--- src/rtl/interrupt_ack_sequencer.sv ---
// Purpose: 8259-style CPU-side acknowledge sequencer: INT, two-pulse INTA, ISR, EOI and priority rotation.
// Latency: int_out one cycle after a request; vector byte one cycle after the second INTA pulse.
// Backpressure: none; the CPU paces the sequence through inta_pulse, and withdrawn requests drop INT.
module interrupt_ack_sequencer #(
    parameter int NUM_LEVELS     = 8,
    parameter int SPURIOUS_LEVEL = 7
) (
    input  logic                  clock,
    input  logic                  reset_n,
    input  logic [NUM_LEVELS-1:0] interrupt,
    input  logic                  init_strobe,
    input  logic [4:0]            vector_base,
    input  logic                  auto_eoi,
    input  logic                  rotate_on_aeoi,
    input  logic                  inta_pulse,
    input  logic                  eoi_strobe,
    input  logic                  eoi_specific,
    input  logic                  eoi_rotate,
    input  logic                  set_priority_strobe,
    input  logic [2:0]            eoi_level,
    output logic                  int_out,
    output logic [NUM_LEVELS-1:0] in_service_register,
    output logic [NUM_LEVELS-1:0] highest_level_in_service,
    output logic [2:0]            priority_rotate,
    output logic [NUM_LEVELS-1:0] clear_request,
    output logic [7:0]            data_out,
    output logic                  data_valid
);

    typedef enum logic [1:0] {
        IDLE      = 2'd0,
        WAIT_ACK1 = 2'd1,
        WAIT_ACK2 = 2'd2
    } state_t;

    state_t                  state_q, state_d;
    logic [2:0]              level_q, level_d;
    logic                    spurious_q, spurious_d;
    logic                    int_q, int_d;
    logic [NUM_LEVELS-1:0]   isr_q, isr_d;
    logic [2:0]              rotate_q, rotate_d;
    logic [NUM_LEVELS-1:0]   clear_q, clear_d;
    logic [7:0]              data_q, data_d;
    logic                    valid_q, valid_d;

    logic [2:0]              scan_idx;
    logic                    hl_found;
    logic [2:0]              hl_lvl;
    logic [NUM_LEVELS-1:0]   hl_vec;
    logic [2:0]              req_lvl;
    logic [NUM_LEVELS-1:0]   clr_mask;
    logic [NUM_LEVELS-1:0]   set_mask;

    // Scan starts just above the lowest-priority level and wraps around.
    always_comb begin
        scan_idx = '0;
        hl_found = 1'b0;
        hl_lvl   = '0;
        for (int i = 0; i < NUM_LEVELS; i++) begin
            scan_idx = rotate_q + 3'd1 + 3'(i);
            if (!hl_found && isr_q[scan_idx]) begin
                hl_found = 1'b1;
                hl_lvl   = scan_idx;
            end
        end
        hl_vec = hl_found ? (NUM_LEVELS'(1) << hl_lvl) : '0;
    end

    always_comb begin
        req_lvl = '0;
        for (int i = 0; i < NUM_LEVELS; i++) begin
            if (interrupt[i]) begin
                req_lvl = 3'(i);
            end
        end
    end

    always_comb begin
        state_d    = state_q;
        level_d    = level_q;
        spurious_d = spurious_q;
        int_d      = int_q;
        rotate_d   = rotate_q;
        clear_d    = '0;
        data_d     = data_q;
        valid_d    = 1'b0;
        clr_mask   = '0;
        set_mask   = '0;

        case (state_q)
            IDLE: begin
                if (interrupt != '0) begin
                    int_d   = 1'b1;
                    state_d = WAIT_ACK1;
                end
            end
            WAIT_ACK1: begin
                if (inta_pulse) begin
                    state_d = WAIT_ACK2;
                    if (interrupt != '0) begin
                        level_d    = req_lvl;
                        spurious_d = 1'b0;
                        set_mask   = NUM_LEVELS'(1) << req_lvl;
                        clear_d    = NUM_LEVELS'(1) << req_lvl;
                    end else begin
                        level_d    = 3'(SPURIOUS_LEVEL);
                        spurious_d = 1'b1;
                    end
                end else if (interrupt == '0) begin
                    int_d   = 1'b0;
                    state_d = IDLE;
                end
            end
            WAIT_ACK2: begin
                if (inta_pulse) begin
                    data_d  = {vector_base, level_q};
                    valid_d = 1'b1;
                    int_d   = 1'b0;
                    state_d = IDLE;
                    if (auto_eoi && !spurious_q) begin
                        clr_mask = NUM_LEVELS'(1) << level_q;
                        if (rotate_on_aeoi) begin
                            rotate_d = level_q;
                        end
                    end
                end
            end
            default: begin
                state_d = IDLE;
                int_d   = 1'b0;
            end
        endcase

        if (eoi_strobe) begin
            if (eoi_specific) begin
                clr_mask = clr_mask | (NUM_LEVELS'(1) << eoi_level);
                if (eoi_rotate) begin
                    rotate_d = eoi_level;
                end
            end else if (hl_found) begin
                clr_mask = clr_mask | hl_vec;
                if (eoi_rotate) begin
                    rotate_d = hl_lvl;
                end
            end
        end

        if (set_priority_strobe) begin
            rotate_d = eoi_level;
        end

        // Clears act on the pre-edge ISR; a same-edge set of the same bit wins.
        isr_d = (isr_q & ~clr_mask) | set_mask;
    end

    always_ff @(posedge clock) begin
        if (!reset_n || init_strobe) begin
            state_q    <= IDLE;
            level_q    <= '0;
            spurious_q <= 1'b0;
            int_q      <= 1'b0;
            isr_q      <= '0;
            rotate_q   <= 3'b111;
            clear_q    <= '0;
            data_q     <= '0;
            valid_q    <= 1'b0;
        end else begin
            state_q    <= state_d;
            level_q    <= level_d;
            spurious_q <= spurious_d;
            int_q      <= int_d;
            isr_q      <= isr_d;
            rotate_q   <= rotate_d;
            clear_q    <= clear_d;
            data_q     <= data_d;
            valid_q    <= valid_d;
        end
    end

    assign int_out                  = int_q;
    assign in_service_register      = isr_q;
    assign highest_level_in_service = hl_vec;
    assign priority_rotate          = rotate_q;
    assign clear_request            = clear_q;
    assign data_out                 = data_q;
    assign data_valid               = valid_q;

endmodule

--- config.mk ---
export PLATFORM = sky130hd
export DESIGN_NAME = interrupt_ack_sequencer
export DESIGN_NICKNAME = d
export VERILOG_FILES = /design/src/rtl/interrupt_ack_sequencer.sv
export SDC_FILE = /design/constraint.sdc
export NUM_CORES = 1
export LEC_CHECK = 0
export CORE_UTILIZATION = 35
export DETAILED_ROUTE_END_ITERATION = 10
export GPL_TIMING_DRIVEN = 0
export PLACE_DENSITY = 0.67
export SLEW_MARGIN = 5
export SYNTH_ARGS = -nofsm -noshare
export SYNTH_HDL_FRONTEND = slang
export SYNTH_SLANG_ARGS = --single-unit
export TNS_END_PERCENT = 30
--- constraint.sdc ---
create_clock -name clock -period 7.5 [get_ports clock]
set_clock_uncertainty 0.2 [all_clocks]
set_input_delay 1.5 -clock clock [delete_from_list [all_inputs] [get_ports clock]]
set_output_delay 1.5 -clock clock [all_outputs]
set_load 0.1 [all_outputs]
==> impl_metrics.env, run 1 <==
export IMPL_status="finished clean"
export IMPL_clock_tree_from_tritoncts="yes"
export IMPL_final_net_count=402
export IMPL_placement_io_buffers=60
export IMPL_filler_cell_count=686
export IMPL_clock_path_buffers=2
export IMPL_syn_cell_area_sq_um=2570
export IMPL_power_total_uw=475
export IMPL_final_antenna_net_count=0
export IMPL_timing_fmax_mhz=144
export IMPL_std_cell_rows=30
export IMPL_hold_viol_final=0
export IMPL_yosysWarnings=0
export IMPL_worstSetupPathType="flip-flop to output port"
export IMPL_clock_insertion_delay_worst_skew_ns=0.29
export IMPL_die_w_microns=87.6
export IMPL_postSynthCellCount=307
export IMPL_die_area_sq_um=7680
export IMPL_grt_first_pass_wirelength_microns=12100
export IMPL_ys_seq_area_share_pct=27.3
export IMPL_first_global_vias=2494
export IMPL_power_per_cell_area_nw_per_um2=140
export IMPL_slew_limit_headroom_pct=33.0
export IMPL_slew_violations=0
export IMPL_initial_utilization_pct=37.0
export IMPL_synth_async_sr_flop_share_pct=0
export IMPL_power_ir_vdd_worst_uv=89.6
export IMPL_internal_power_uw=308
export IMPL_design_portCount=63
export IMPL_critical_path_required_ns=5.80
export IMPL_clkSinkCount=35
export IMPL_antenna_found_initial=0
export IMPL_synthesis_area_per_instance_sq_um=8.36
export IMPL_reg_power_share_pct=40.1
export IMPL_drc_errors=0
export IMPL_fin_crit_ns=6.95
export IMPL_timing_final_setup_violations=0
export IMPL_rr_worst_depth=14
export IMPL_p_leak_uw=0.00148
export IMPL_mappedNetlistNets=335
export IMPL_regToRegEndpoint="in_service_register[0]"
export IMPL_synth_distinct_cells=63
export IMPL_final_layout_size_suffix_gt1_share_pct=9.33
export IMPL_place_congestion=0.849
export IMPL_grt_setup_unrepaired="false"
export IMPL_worstHoldPathType="flip-flop to flip-flop"
export IMPL_htree_num_levels=2
export IMPL_wl_microns=7460
export IMPL_worst_slew_pin_transition_ns=1.00
export IMPL_flow_area_growth_from_synthesis_pct=32.7
export IMPL_final_common_cell="sky130_fd_sc_hd__clkdlybuf4s50_1"
export IMPL_worstReg2RegStart="priority_rotate[0]"
export IMPL_detailedPlacementHpwl_microns=5750
export IMPL_gr_usage_all_layers_pct=20.1
export IMPL_maxCapViolCount=0
export IMPL_synth_ff_type="sky130_fd_sc_hd__dfxtp_1"
export IMPL_worst_r2r_setup_slack_ns=2.71
export IMPL_multi_input_comb_area_sq_um=1750
export IMPL_layout_common_cells="sky130_fd_sc_hd__clkdlybuf4s50_1, sky130_fd_sc_hd__nor2_1, sky130_fd_sc_hd__dfxtp_1"
export IMPL_power_switching_fraction_pct=35.2
export IMPL_net_switching_power_uw=167
export IMPL_combinational_cell_fraction_of_total_power_pct=29.9
export IMPL_initialDrtViolationCount=129
export IMPL_routed_via_count=2618
export IMPL_worstSetupEndpoint="highest_level_in_service[4]"
export IMPL_count_of_antenna_diodes_in_the_layout=0
export IMPL_die_height_microns=87.6
export IMPL_power_frac_clock_pct=30.0
export IMPL_end_kind="output port"
export IMPL_number_of_enable_type_register_cells_in_the_synthesized_netlist=0
export IMPL_core_region_area_sq_um=6940
export IMPL_crit_start="priority_rotate[0]"
export IMPL_clkTransAtPathRegs_ns=0.07
export IMPL_gr_total_overflow=0
export IMPL_ctsHoldBuffers=0
export IMPL_hold_ws_ns=0.258
export IMPL_cts_root_buf="sky130_fd_sc_hd__clkbuf_8"
export IMPL_synth_seq_cells=35
export IMPL_fin_crit_sh_pct=92.6
export IMPL_sequential_cell_area_sq_um=701
export IMPL_detailedRoute_firstPassIterationCount=5
export IMPL_instances_no_fill=471
export IMPL_worst_endpoint_arrival_ns=5.25
export IMPL_wl_per_cell_microns=15.8
export IMPL_critPathMaxFanout=10
export IMPL_viasPerCell=5.56
export IMPL_pin_count_of_the_biggest_net_entering_global_routing=14
export IMPL_dp_cells=463
export IMPL_critPathLaunchType="flip-flop"
export IMPL_tritoncts_num_buffers=5
registers in the layout, indices dropped and copies added (netlist names):
| name | cells |
|---|---|
| clear_request | 8 |
| data_out | 8 |
| in_service_register | 8 |
| level_q | 3 |
| priority_rotate | 3 |
| state_q | 2 |
| data_valid | 1 |
| int_out | 1 |
| spurious_q | 1 |
cell type report:
cell class | count | share of cell area (%)
buffer | 18 | 2.61
clock buffer | 5 | 2.02
clock inverter | 3 | 0.698
inverter | 9 | 0.992
multi-input combinational | 245 | 51.3
sequential | 35 | 20.6
tap | 96 | 3.53
timing repair buffer | 60 | 18.2
what timing repair did:
action	4_1_cts	5_1_grt
endpoints found under the setup margin	0	8
setup buffers	0	0
resized for setup	0	8
worst max-delay path, stage by stage, from the launching register on:
cell	delay, ns
sky130_fd_sc_hd__dfxtp_1	0.41
sky130_fd_sc_hd__buf_6	0.19
sky130_fd_sc_hd__clkbuf_1	0.38
sky130_fd_sc_hd__inv_1	0.22
sky130_fd_sc_hd__ha_1	0.35
sky130_fd_sc_hd__buf_4	0.17
sky130_fd_sc_hd__buf_2	0.26
sky130_fd_sc_hd__mux4_2	0.38
sky130_fd_sc_hd__mux2i_1	0.47
sky130_fd_sc_hd__o21ai_0	0.28
sky130_fd_sc_hd__o32ai_2	0.57
sky130_fd_sc_hd__clkbuf_1	0.37
sky130_fd_sc_hd__and2_1	0.17
sky130_fd_sc_hd__dlymetal6s2s_1	0.74
stage by stage:
step | setup TNS (ns) | instance area [sq um] | setup WS (ns) | utilization [%]
after floorplan | -0.204 | 2570 | -0.102 | -
after global placement | 0 | 3290 | 0.557 | 47.4
after detailed placement | 0 | 3290 | 0.488 | 47.4
after CTS | 0 | 3380 | 0.172 | 48.7
after global routing | 0 | 3400 | 0.135 | 49.0
final | 0 | 3400 | 0.552 | 49.0
cell usage after synthesis, drive strengths merged, types with 5 or more instances:
cell / count / area, sq um
nor2: 44 / 165
dfxtp: 35 / 701
mux2i: 19 / 190
nand2: 19 / 71.3
a21oi: 15 / 75.1
o21ai: 14 / 73.8
clkbuf: 12 / 45.0
nor3: 12 / 60.1
inv: 9 / 33.8
mux2: 9 / 101
mux4: 8 / 184
nand2b: 8 / 50.1
buf: 6 / 43.8
nor2b: 6 / 37.5
a31oi: 5 / 31.3
and2: 5 / 31.3
nor4: 5 / 31.3
nor4b: 5 / 43.8
or2: 5 / 31.3
how the worst min path moves through the flow:
stage / startpoint / end / cells after the start
after floorplan: spurious_q / spurious_q / 2
after global placement: spurious_q / spurious_q / 2
after detailed placement: spurious_q / spurious_q / 2
after CTS: spurious_q / spurious_q / 2
after global routing: spurious_q / spurious_q / 2
final: spurious_q / spurious_q / 2
power groups by stage:
stage	combinational, uW	sequential (uW)	clock (uW)
floorplan	91.1	205	0
global placement	140	195	0
detailed placement	142	195	0
CTS	142	190	145
global route	153	191	153
finish	142	190	143
layer usage:
| metal | vias to the layer above | GRT usage (%) | routed length (microns) |
|---|---|---|---|
| li1 | 1287 | - | - |
| met1 | 1223 | 23.8 | 3170 |
| met2 | 95 | 36.6 | 3760 |
| met3 | 13 | 4.15 | 414 |
| met4 | 0 | 5.37 | 109 |
| met5 | - | 0 | 0 |
kinds of logic after synthesis:
group	after synthesis	share of synthesized area, %
multiplexers	36	18.5
flip-flops	35	27.3
XOR/XNOR	3	2.10
AO/OA/AOI/OAI	71	19.5
adder cells (fa/ha/maj)	2	0.975
AND/OR/NAND/NOR	133	26.9
buffers and inverters	27	4.78
Note: power is estimated with default switching activity, not from simulation.
==> run 2, diff against run 1 <==
Settings changed: MAX_ROUTING_LAYER set to met4.
==> run 2 against run 1 <==
Compared with the run above:
- first-iteration DRC count increased by 19%
- worst setup slack improved by 0.020 ns
- core utilization is the same
- register-to-register slack about the same
- largest cell class unchanged
- highest routed layer unchanged
==> impl_metrics.env, run 2 (synthesized netlist as in run 1, its figures left out) <==
export IMPL_worst_slew_pin_transition_ns=1.00
export IMPL_rr_worst_depth=14
export IMPL_instances_no_fill=471
export IMPL_critPathMaxFanout=10
export IMPL_flow_area_growth_from_synthesis_pct=32.7
export IMPL_wl_per_cell_microns=15.8
export IMPL_worstReg2RegStart="priority_rotate[0]"
export IMPL_fin_crit_ns=6.93
export IMPL_viasPerCell=5.58
export IMPL_first_global_vias=2497
export IMPL_cts_root_buf="sky130_fd_sc_hd__clkbuf_8"
export IMPL_postCtsSetupRepairBufs=0
export IMPL_detailedPlacementHpwl_microns=5750
export IMPL_net_switching_power_uw=166
export IMPL_pin_count_of_the_biggest_net_entering_global_routing=14
export IMPL_power_total_uw=474
export IMPL_clock_insertion_delay_worst_skew_ns=0.29
export IMPL_crit_start="priority_rotate[0]"
export IMPL_detailedRoute_firstPassIterationCount=4
export IMPL_std_cell_rows=30
export IMPL_maxCapViolCount=0
export IMPL_worstSetupPathType="flip-flop to output port"
export IMPL_slew_limit_headroom_pct=33.0
export IMPL_post_place_setup_slack_ns=0.488
export IMPL_final_net_count=402
export IMPL_fin_crit_sh_pct=92.4
export IMPL_final_setup_worst_slack_ns=0.572
export IMPL_final_layout_size_suffix_gt1_share_pct=9.33
export IMPL_critPathLaunchType="flip-flop"
export IMPL_regToRegEndpoint="in_service_register[0]"
export IMPL_worstSetupEndpoint="highest_level_in_service[0]"
export IMPL_end_kind="output port"
export IMPL_wl_microns=7420
export IMPL_filler_cell_count=686
export IMPL_power_ir_vdd_worst_uv=87.8
export IMPL_utilization_pct=49.0
export IMPL_design_portCount=63
export IMPL_status="finished clean"
export IMPL_gr_total_overflow=0
export IMPL_grt_first_pass_wirelength_microns=12000
export IMPL_die_w_microns=87.6
export IMPL_hold_viol_final=0
export IMPL_gr_usage_all_layers_pct=20.7
export IMPL_final_common_cell="sky130_fd_sc_hd__clkdlybuf4s50_1"
export IMPL_placement_io_buffers=60
export IMPL_reg_power_share_pct=40.2
export IMPL_tritoncts_num_buffers=5
export IMPL_internal_power_uw=308
export IMPL_worst_r2r_setup_slack_ns=2.72
export IMPL_worstHoldPathType="flip-flop to flip-flop"
export IMPL_htree_num_levels=2
export IMPL_antenna_found_initial=0
export IMPL_clkSinkCount=35
export IMPL_p_leak_uw=0.00148
export IMPL_clock_tree_from_tritoncts="yes"
export IMPL_power_per_cell_area_nw_per_um2=139
export IMPL_max_used_layer="met4"
export IMPL_grt_setup_unrepaired="false"
export IMPL_clock_path_buffers=2
export IMPL_initialDrtViolationCount=153
export IMPL_met2_length_microns=3690
export IMPL_clkTransAtPathRegs_ns=0.07
export IMPL_final_antenna_net_count=0
export IMPL_worst_endpoint_arrival_ns=5.23
export IMPL_die_height_microns=87.6
export IMPL_core_region_area_sq_um=6940
export IMPL_die_area_sq_um=7680
export IMPL_layout_common_cells="sky130_fd_sc_hd__clkdlybuf4s50_1, sky130_fd_sc_hd__nor2_1, sky130_fd_sc_hd__dfxtp_1"
export IMPL_drc_errors=0
export IMPL_dp_cells=463
export IMPL_power_frac_clock_pct=29.9
export IMPL_timing_final_setup_violations=0
export IMPL_initial_utilization_pct=37.0
export IMPL_hold_ws_ns=0.258
export IMPL_met3_wirelength_microns=402
export IMPL_combinational_cell_fraction_of_total_power_pct=30.0
export IMPL_count_of_antenna_diodes_in_the_layout=0
export IMPL_routed_via_count=2627
export IMPL_wl_met1_microns=3190
export IMPL_power_switching_fraction_pct=35.1
export IMPL_timing_fmax_mhz=144
export IMPL_slew_violations=0
export IMPL_critical_path_required_ns=5.80
export IMPL_place_congestion=0.862
[run 2: cell counts in the layout (fill, tap and decap cells not counted)]
No cell type changed its count.
[run 2: repair_timing]
action / 4_1_cts / 5_1_grt
hold buffers: 0 / 0
endpoints found under the setup margin: 0 / 8
resized for setup: 0 / 8
[run 2: cell type report]
class	count	area (sq um)	area share, %
multi-input cells	245	1750	51.3
inverters	9	33.8	0.992
clock inverters	3	23.8	0.698
clock buffers	5	68.8	2.02
well taps	96	120	3.53
plain buffers	18	88.8	2.61
repair buffers	60	621	18.2
flip-flops and latches	35	701	20.6
[run 2: worst max-delay path, cell delays in order, from the launching register on]
cell,delay [ns]
sky130_fd_sc_hd__dfxtp_1,0.41
sky130_fd_sc_hd__buf_6,0.19
sky130_fd_sc_hd__clkbuf_1,0.38
sky130_fd_sc_hd__inv_1,0.22
sky130_fd_sc_hd__ha_1,0.35
sky130_fd_sc_hd__buf_4,0.17
sky130_fd_sc_hd__buf_2,0.26
sky130_fd_sc_hd__mux4_2,0.38
sky130_fd_sc_hd__mux2i_1,0.46
sky130_fd_sc_hd__mux2i_1,0.24
sky130_fd_sc_hd__a222oi_1,0.11
sky130_fd_sc_hd__a311oi_2,0.39
sky130_fd_sc_hd__o21ai_2,0.18
sky130_fd_sc_hd__or2_2,0.34
sky130_fd_sc_hd__nor2b_1,0.10
sky130_fd_sc_hd__dlymetal6s2s_1,0.74
[run 2: per-layer routing]
| layer | vias up | track usage [%] |
|---|---|---|
| li1 | 1285 | - |
| met4 | 0 | 5.37 |
| met5 | - | - |
| met2 | 101 | 36.6 |
| met1 | 1223 | 24.5 |
| met3 | 18 | 3.20 |
[run 2: how the worst min path moves through the flow]
| stage | start | endpoint | slack (ns) | depth (start not counted) |
|---|---|---|---|---|
| floorplan | spurious_q | spurious_q | 0.24 | 2 |
| global placement | spurious_q | spurious_q | 0.24 | 2 |
| detailed placement | spurious_q | spurious_q | 0.25 | 2 |
| CTS | spurious_q | spurious_q | 0.26 | 2 |
| global route | spurious_q | spurious_q | 0.29 | 2 |
| finish | spurious_q | spurious_q | 0.26 | 2 |
[run 2: metrics by stage]
step	cell area, sq um	TNS [ns]
floorplan	2570	-0.204
global placement	3290	0
detailed placement	3290	0
CTS	3380	0
global route	3400	0
finish	3400	0
[run 2: power groups by stage]
| stage | Clock (uW) | Combinational (uW) | Sequential (uW) |
|---|---|---|---|
| after floorplan | 0 | 91.1 | 205 |
| after global placement | 0 | 140 | 195 |
| after detailed placement | 0 | 142 | 195 |
| after CTS | 145 | 142 | 190 |
| after global routing | 153 | 153 | 191 |
| final | 142 | 142 | 190 |
